===== src/rtl/insight_tl_txn_tracker.sv =====
// Passive TileLink A/D transaction tracker: matches A requests to D responses by
// source ID, measures latency, flags anomalies and queues completion records.
module insight_tl_txn_tracker #(
  parameter int SOURCE_BITS     = 4,
  parameter int ADDR_W          = 32,
  parameter int BEAT_BYTES_LOG2 = 3,
  parameter int LAT_W           = 16,
  parameter int FIFO_DEPTH      = 4
) (
  input  logic                   clock,
  input  logic                   reset,
  // snooped A channel
  input  logic                   a_valid,
  input  logic                   a_ready,
  input  logic [2:0]             a_opcode,
  input  logic [2:0]             a_size,
  input  logic [SOURCE_BITS-1:0] a_source,
  input  logic [ADDR_W-1:0]      a_address,
  // snooped D channel
  input  logic                   d_valid,
  input  logic                   d_ready,
  input  logic [2:0]             d_opcode,
  input  logic [2:0]             d_size,
  input  logic [SOURCE_BITS-1:0] d_source,
  input  logic                   d_denied,
  input  logic                   d_corrupt,
  // record stream
  output logic                   rec_valid,
  input  logic                   rec_ready,
  output logic [SOURCE_BITS-1:0] rec_source,
  output logic [ADDR_W-1:0]      rec_addr,
  output logic [2:0]             rec_opcode,
  output logic [LAT_W-1:0]       rec_latency,
  output logic                   rec_err,
  // status
  output logic                   err_unexpected_d,
  output logic                   err_dup_a,
  output logic [7:0]             drop_count,
  output logic [SOURCE_BITS:0]   outstanding_count
);

  localparam int N      = 1 << SOURCE_BITS;
  localparam int PTR_W  = $clog2(FIFO_DEPTH);
  localparam int REC_W  = SOURCE_BITS + ADDR_W + 3 + LAT_W + 1;
  localparam logic [2:0] BBL = 3'(BEAT_BYTES_LOG2);

  // a_size does not influence tracking; only the D side defines message length
  logic unused_inputs;
  assign unused_inputs = ^a_size;

  // ---------------------------------------------------------------------------
  // Handshake decode and D message framing
  // ---------------------------------------------------------------------------
  logic a_fire;
  logic d_fire;
  logic [7:0] beats_total;
  logic [7:0] beat_cnt_reg;
  logic       err_acc_reg;
  logic       d_last;
  logic       d_err_msg;

  assign a_fire = a_valid & a_ready;
  assign d_fire = d_valid & d_ready;

  always_comb begin
    beats_total = 8'd1;
    if (d_opcode == 3'd1 && d_size > BBL) begin
      beats_total = 8'd1 << (d_size - BBL);
    end
  end

  assign d_last    = d_fire && (beat_cnt_reg == beats_total - 8'd1);
  assign d_err_msg = err_acc_reg | d_denied | d_corrupt;

  always_ff @(posedge clock) begin
    if (reset) begin
      beat_cnt_reg <= '0;
      err_acc_reg  <= 1'b0;
    end else if (d_fire) begin
      if (d_last) begin
        beat_cnt_reg <= '0;
        err_acc_reg  <= 1'b0;
      end else begin
        beat_cnt_reg <= beat_cnt_reg + 8'd1;
        err_acc_reg  <= d_err_msg;
      end
    end
  end

  // ---------------------------------------------------------------------------
  // Per-source tracker entries
  // ---------------------------------------------------------------------------
  logic [N-1:0]      valid_reg;
  logic [N-1:0]      valid_next;
  logic [ADDR_W-1:0] addr_reg   [N];
  logic [2:0]        opcode_reg [N];
  logic [LAT_W-1:0]  age_reg    [N];

  logic             hit;
  logic             unexpected_set;
  logic             dup_set;
  logic [LAT_W-1:0] hit_age;
  logic [LAT_W-1:0] hit_latency;

  assign hit            = d_last & valid_reg[d_source];
  assign unexpected_set = d_last & ~valid_reg[d_source];
  // A same-cycle completion on the same source retires the old entry first
  assign dup_set        = a_fire & valid_reg[a_source] & ~(d_last && (d_source == a_source));
  assign hit_age        = age_reg[d_source];
  assign hit_latency    = (hit_age == '1) ? hit_age : hit_age + LAT_W'(1);

  for (genvar gi = 0; gi < N; gi++) begin : g_valid_next
    assign valid_next[gi] = (a_fire && (a_source == SOURCE_BITS'(gi))) |
                            (valid_reg[gi] & ~(hit && (d_source == SOURCE_BITS'(gi))));
  end

  always_ff @(posedge clock) begin
    if (reset) begin
      valid_reg <= '0;
      for (int i = 0; i < N; i++) begin
        addr_reg[i]   <= '0;
        opcode_reg[i] <= '0;
        age_reg[i]    <= '0;
      end
    end else begin
      valid_reg <= valid_next;
      for (int i = 0; i < N; i++) begin
        if (a_fire && (a_source == SOURCE_BITS'(i))) begin
          addr_reg[i]   <= a_address;
          opcode_reg[i] <= a_opcode;
          age_reg[i]    <= '0;
        end else if (valid_reg[i] && (age_reg[i] != '1)) begin
          age_reg[i] <= age_reg[i] + LAT_W'(1);
        end
      end
    end
  end

  logic [SOURCE_BITS:0] outstanding_next;
  logic [SOURCE_BITS:0] outstanding_count_reg;

  always_comb begin
    outstanding_next = '0;
    for (int i = 0; i < N; i++) begin
      outstanding_next = outstanding_next + (SOURCE_BITS+1)'(valid_next[i]);
    end
  end

  // ---------------------------------------------------------------------------
  // Status flags
  // ---------------------------------------------------------------------------
  logic       err_unexpected_d_reg;
  logic       err_dup_a_reg;
  logic [7:0] drop_count_reg;
  logic       push_req;
  logic       push_ok;
  logic       pop;
  logic       fifo_full;
  logic       fifo_empty;

  always_ff @(posedge clock) begin
    if (reset) begin
      err_unexpected_d_reg  <= 1'b0;
      err_dup_a_reg         <= 1'b0;
      drop_count_reg        <= '0;
      outstanding_count_reg <= '0;
    end else begin
      outstanding_count_reg <= outstanding_next;
      if (unexpected_set) err_unexpected_d_reg <= 1'b1;
      if (dup_set)        err_dup_a_reg        <= 1'b1;
      if (push_req && !push_ok && drop_count_reg != 8'hFF) begin
        drop_count_reg <= drop_count_reg + 8'd1;
      end
    end
  end

  // ---------------------------------------------------------------------------
  // Record FIFO (head shown directly from storage, zeroed while empty)
  // ---------------------------------------------------------------------------
  logic [REC_W-1:0] fifo_mem [FIFO_DEPTH];
  logic [PTR_W:0]   wr_ptr_reg;
  logic [PTR_W:0]   rd_ptr_reg;
  logic [REC_W-1:0] push_data;
  logic [REC_W-1:0] head_data;

  assign fifo_empty = (wr_ptr_reg == rd_ptr_reg);
  assign fifo_full  = (wr_ptr_reg[PTR_W] != rd_ptr_reg[PTR_W]) &&
                      (wr_ptr_reg[PTR_W-1:0] == rd_ptr_reg[PTR_W-1:0]);
  assign pop        = ~fifo_empty & rec_ready;
  assign push_req   = hit;
  // When full, a same-cycle pop frees the head slot, which is the write slot
  assign push_ok    = push_req & (~fifo_full | pop);
  assign push_data  = {d_source, addr_reg[d_source], opcode_reg[d_source], hit_latency, d_err_msg};
  assign head_data  = fifo_empty ? '0 : fifo_mem[rd_ptr_reg[PTR_W-1:0]];

  always_ff @(posedge clock) begin
    if (push_ok) begin
      fifo_mem[wr_ptr_reg[PTR_W-1:0]] <= push_data;
    end
  end

  always_ff @(posedge clock) begin
    if (reset) begin
      wr_ptr_reg <= '0;
      rd_ptr_reg <= '0;
    end else begin
      if (push_ok) wr_ptr_reg <= wr_ptr_reg + (PTR_W+1)'(1);
      if (pop)     rd_ptr_reg <= rd_ptr_reg + (PTR_W+1)'(1);
    end
  end

  assign rec_valid = ~fifo_empty;
  assign {rec_source, rec_addr, rec_opcode, rec_latency, rec_err} = head_data;

  assign err_unexpected_d  = err_unexpected_d_reg;
  assign err_dup_a         = err_dup_a_reg;
  assign drop_count        = drop_count_reg;
  assign outstanding_count = outstanding_count_reg;

endmodule


===== config.mk =====
export PLATFORM = sky130hd
export DESIGN_NAME = insight_tl_txn_tracker
export DESIGN_NICKNAME = d
export VERILOG_FILES = /design/src/rtl/insight_tl_txn_tracker.sv
export SDC_FILE = /design/constraint.sdc
export NUM_CORES = 2
export LEC_CHECK = 0
export CAP_MARGIN = 20
export CORE_UTILIZATION = 45
export CTS_CLUSTER_DIAMETER = 40
export DETAILED_ROUTE_END_ITERATION = 16
export PLACE_DENSITY_LB_ADDON = 0.1
export REMOVE_ABC_BUFFERS = 1
export SYNTH_ARGS = -nofsm -noshare
export SYNTH_HDL_FRONTEND = slang
export SYNTH_SLANG_ARGS = --single-unit

===== constraint.sdc =====
create_clock -name clock -period 11.4 [get_ports clock]
set_clock_uncertainty 0.2 [all_clocks]
set_input_delay 2.28 -clock clock [delete_from_list [all_inputs] [get_ports clock]]
set_output_delay 2.28 -clock clock [all_outputs]
set_load 0.02 [all_outputs]

==> flow_metrics.env <==
export IMPL_status="complete, no violations"
export IMPL_drive_above_1_share=0.1817
export IMPL_utilization=0.5263
export IMPL_slew_headroom=0.2391
export IMPL_placed_area_um2=52750
export IMPL_netlist_area_um2=50100
export IMPL_worstMarginPinSlew_ns=1.141
export IMPL_grt_overflow=0
export IMPL_ant_nets=0
export IMPL_synth_edf_count=1040
export IMPL_yosys_area_share_simple=0.1210
export IMPL_grt_setup_unrepaired="false"
export IMPL_die_area_um2=112700
export IMPL_holdPathStages=2
export IMPL_syn_area_per_cell_um2=14.56
export IMPL_gr_usage_all_layers=0.2356
export IMPL_gp_congestion=0.8798
export IMPL_cts_max_level=4
export IMPL_synth_ff_type="edfxtp_1"
export IMPL_intPower_mw=7.867
export IMPL_setup_viol=0
export IMPL_dpl_hpwl_mm=79.05
export IMPL_postRouteWirelength_mm=130.7
export IMPL_cp_start_kind="input port"
export IMPL_via_per_inst=5.785
export IMPL_pwr_share_comb=0.060
export IMPL_fin_setup_tns_ns=0
export IMPL_async_reset_ff_frac=0
export IMPL_ctsRootBufferMaster="clkbuf_16"
export IMPL_grt_pass1_vias=30810
export IMPL_seqPwrFrac=0.459
export IMPL_cts_buffers_inserted=157
export IMPL_cts_resized=0
export IMPL_period_minus_slack_ns=9.683
export IMPL_hold_ws_ns=0.2738
export IMPL_required_ns=11.82
export IMPL_cts_setup_buffers=0
export IMPL_pre_cts_ws_ns=1.023
export IMPL_layout_setup_ws_ns=1.717
export IMPL_synth_fa_ha_area_frac=0.01174
export IMPL_critical_path_slowest_cell="clkdlybuf4s50_1"
export IMPL_layout_cells_non_filler=5187
export IMPL_swShare=0.2278
export IMPL_first_pass_iters=6
export IMPL_pwr_density_cell_nw_per_um2=175.2
export IMPL_start_util=0.4533
export IMPL_core_area_um2=110500
export IMPL_wl_per_cell_um=25.20
export IMPL_p_sw_mw=2.321
export IMPL_largest_register_ffs=512
export IMPL_clockPowerShare=0.481
export IMPL_worstReg2RegStart="beat_cnt_reg[4]"
export IMPL_synth_cell_types=65
export IMPL_yosys_area_top_type_share=0.6233
export IMPL_crit_top_cell="fa_1"
export IMPL_drcViolationCount=0
export IMPL_r2r_end="outstanding_count[3]"
export IMPL_min_to="err_acc_reg"
export IMPL_post_place_cells=4892
export IMPL_slew_violations=0
export IMPL_io_buffer_count=129
export IMPL_synth_compound_area_frac=0.01661
export IMPL_clk_latency_ns=0.75
export IMPL_synth_most_common_cell="edfxtp_1"
export IMPL_period_share=0.8494
export IMPL_ys_top_cells_by_count="1040 x edfxtp_1, 703 x nor2_1, 305 x mux4_2, 150 x clkbuf_1, 144 x nand2_1"
export IMPL_ir_worst_vdd_mv=0.1227
export IMPL_critPathMaxFanout=16
export IMPL_nNetsFinal=3668
export IMPL_seq_area_frac_synth=0.6425
export IMPL_hp_class="reg2reg"
export IMPL_path_clk_slew_ns=0.05
export IMPL_ys_ff_latch=1088
export IMPL_yosys_mux_area_fraction=0.1388
export IMPL_layout_area_overhead_vs_synth_pct=16.10
export IMPL_ios=133
export IMPL_ys_top_cells_by_area="edfxtp_1 62%, mux4_2 14%, nor2_1 5.3%"
export IMPL_synth_xor_area_share=0.04423
export IMPL_synth_top_family_by_area="multiplexers"
export IMPL_cts_hold_fix_buffers=0
export IMPL_dieWidth_um=335.7
export IMPL_path_cells="clkdlybuf4s50_1, and2_1, ha_1, or4b_1, or4_1, ha_1, nand2b_1, o21ai_1, a2111o_1, nor4_4, nand4_2, o31ai_1, nand2_1, fa_1, fa_1, fa_1, inv_1, fa_1, inv_1, ha_1, a21o_1, a21oi_1, xor2_1, nor2_1"
export IMPL_nFillCells=9086
export IMPL_hold_viol_final=0
export IMPL_seq_area_um2=32200
export IMPL_yosysWarnings=0
export IMPL_antenna_cells=0
export IMPL_max_cap_violations=0
export IMPL_timing_fmax_mhz=103.3
export IMPL_drt_iter0_markers=2713
export IMPL_grt_pass1_wl_mm=195.2
export IMPL_cts_buffer_depth=3
export IMPL_r2r_cells=18
export IMPL_critPathMaxStageDelay_ns=0.62
export IMPL_hold_start="err_acc_reg"
export IMPL_die_height_um=335.7
export IMPL_path_class="in2reg"
export IMPL_grt_max_degree=90
export IMPL_power_mw=10.19
export IMPL_synthCells=3442
export IMPL_worst_r2r_setup_slack_ns=5.25
export IMPL_arrival_ns=10.10
export IMPL_p_leak_nw=19.26
export IMPL_endpoint_kind="flip-flop"
export IMPL_cts_tree="built"
export IMPL_multi_input_area_um2=16740
export IMPL_antenna_found_initial=4
export IMPL_row_count=122
export IMPL_synth_top_area_cell="edfxtp_1"
export IMPL_vias=30006
export IMPL_cts_sinks=1088
export IMPL_fin_area_um2=58170
==> worst max-delay path: cells and delay by family <==
family	cells	cell delay, ns
adder cells (fa/ha/maj)	7	2.84
AO/OA/AOI/OAI	5	1.34
buffers and inverters	3	0.74
AND/OR/NAND/NOR	8	2.70
XOR/XNOR	1	0.19
==> layout make-up <==
| class | count | share of cell area |
|---|---|---|
| well taps | 1488 | 0.03201 |
| repair buffers | 172 | 0.02822 |
| clock inverters | 113 | 0.02181 |
| multi-input cells | 2050 | 0.2877 |
| flip-flops and latches | 1088 | 0.5536 |
| clock buffers | 179 | 0.07043 |
| inverters | 97 | 0.006260 |
==> power groups by stage <==
stage / combinational (mW) / sequential, mW / clock, mW
floorplan: 0.354 / 4.72 / 0
global placement: 0.597 / 4.75 / 0
detailed placement: 0.612 / 4.76 / 0
CTS: 0.615 / 4.68 / 4.98
global route: 0.652 / 4.70 / 5.14
finish: 0.610 / 4.68 / 4.90
==> cell families (layout without fill, tap and decap cells) <==
logic type      after synthesis  count (layout)
compound gates              125             125
xor+xnor                    253             253
fa+ha+maj                    41              41
buf+inv                     304             561
flops                      1088            1088
mux                         313             313
simple gates               1318            1318
==> metal layers <==
layer | vias to the layer above | GRT usage | wire [um]
met5 | - | 0 | 0
met4 | 0 | 0.07170 | 3124
met3 | 209 | 0.03962 | 8797
met2 | 1057 | 0.3814 | 62640
met1 | 15660 | 0.3266 | 56130
li1 | 13080 | - | -
==> worst max-delay path by stage <==
| stage | from | end | slack, ns |
|---|---|---|---|
| 2_1_floorplan | d_size[0] | fifo_mem[3][0] | 1.56 |
| 3_3_place_gp | d_size[0] | outstanding_count[4] | 1.22 |
| 3_5_place_dp | d_size[0] | outstanding_count[3] | 1.02 |
| 4_1_cts | d_size[0] | outstanding_count[3] | 1.79 |
| 5_1_grt | d_size[0] | outstanding_count[4] | 1.32 |
| 6_report | d_size[0] | outstanding_count[3] | 1.72 |
==> placed cells by master, fill, tap and decap left out, types with 18 or more instances in the layout <==
| cell type | n |
|---|---|
| dfxtp_1 | 46 |
| o31ai_1 | 19 |
| and2_1 | 18 |
| nor2_1 | 702 |
| nand2_1 | 136 |
| a21oi_1 | 36 |
| nand4_1 | 39 |
| edfxtp_1 | 1040 |
| nand3_1 | 125 |
| bufinv_16 | 18 |
| clkbuf_1 | 18 |
| xnor2_1 | 116 |
| inv_6 | 22 |
| and3_1 | 69 |
| mux4_2 | 305 |
| xor2_1 | 137 |
| ha_1 | 31 |
| nand2b_1 | 57 |
| nor2b_1 | 71 |
| clkdlybuf4s50_1 | 124 |
| clkbuf_16 | 161 |
| buf_4 | 44 |
| a22oi_1 | 28 |
| clkinv_2 | 22 |
| inv_1 | 92 |
(Power assumes the default switching activity.)
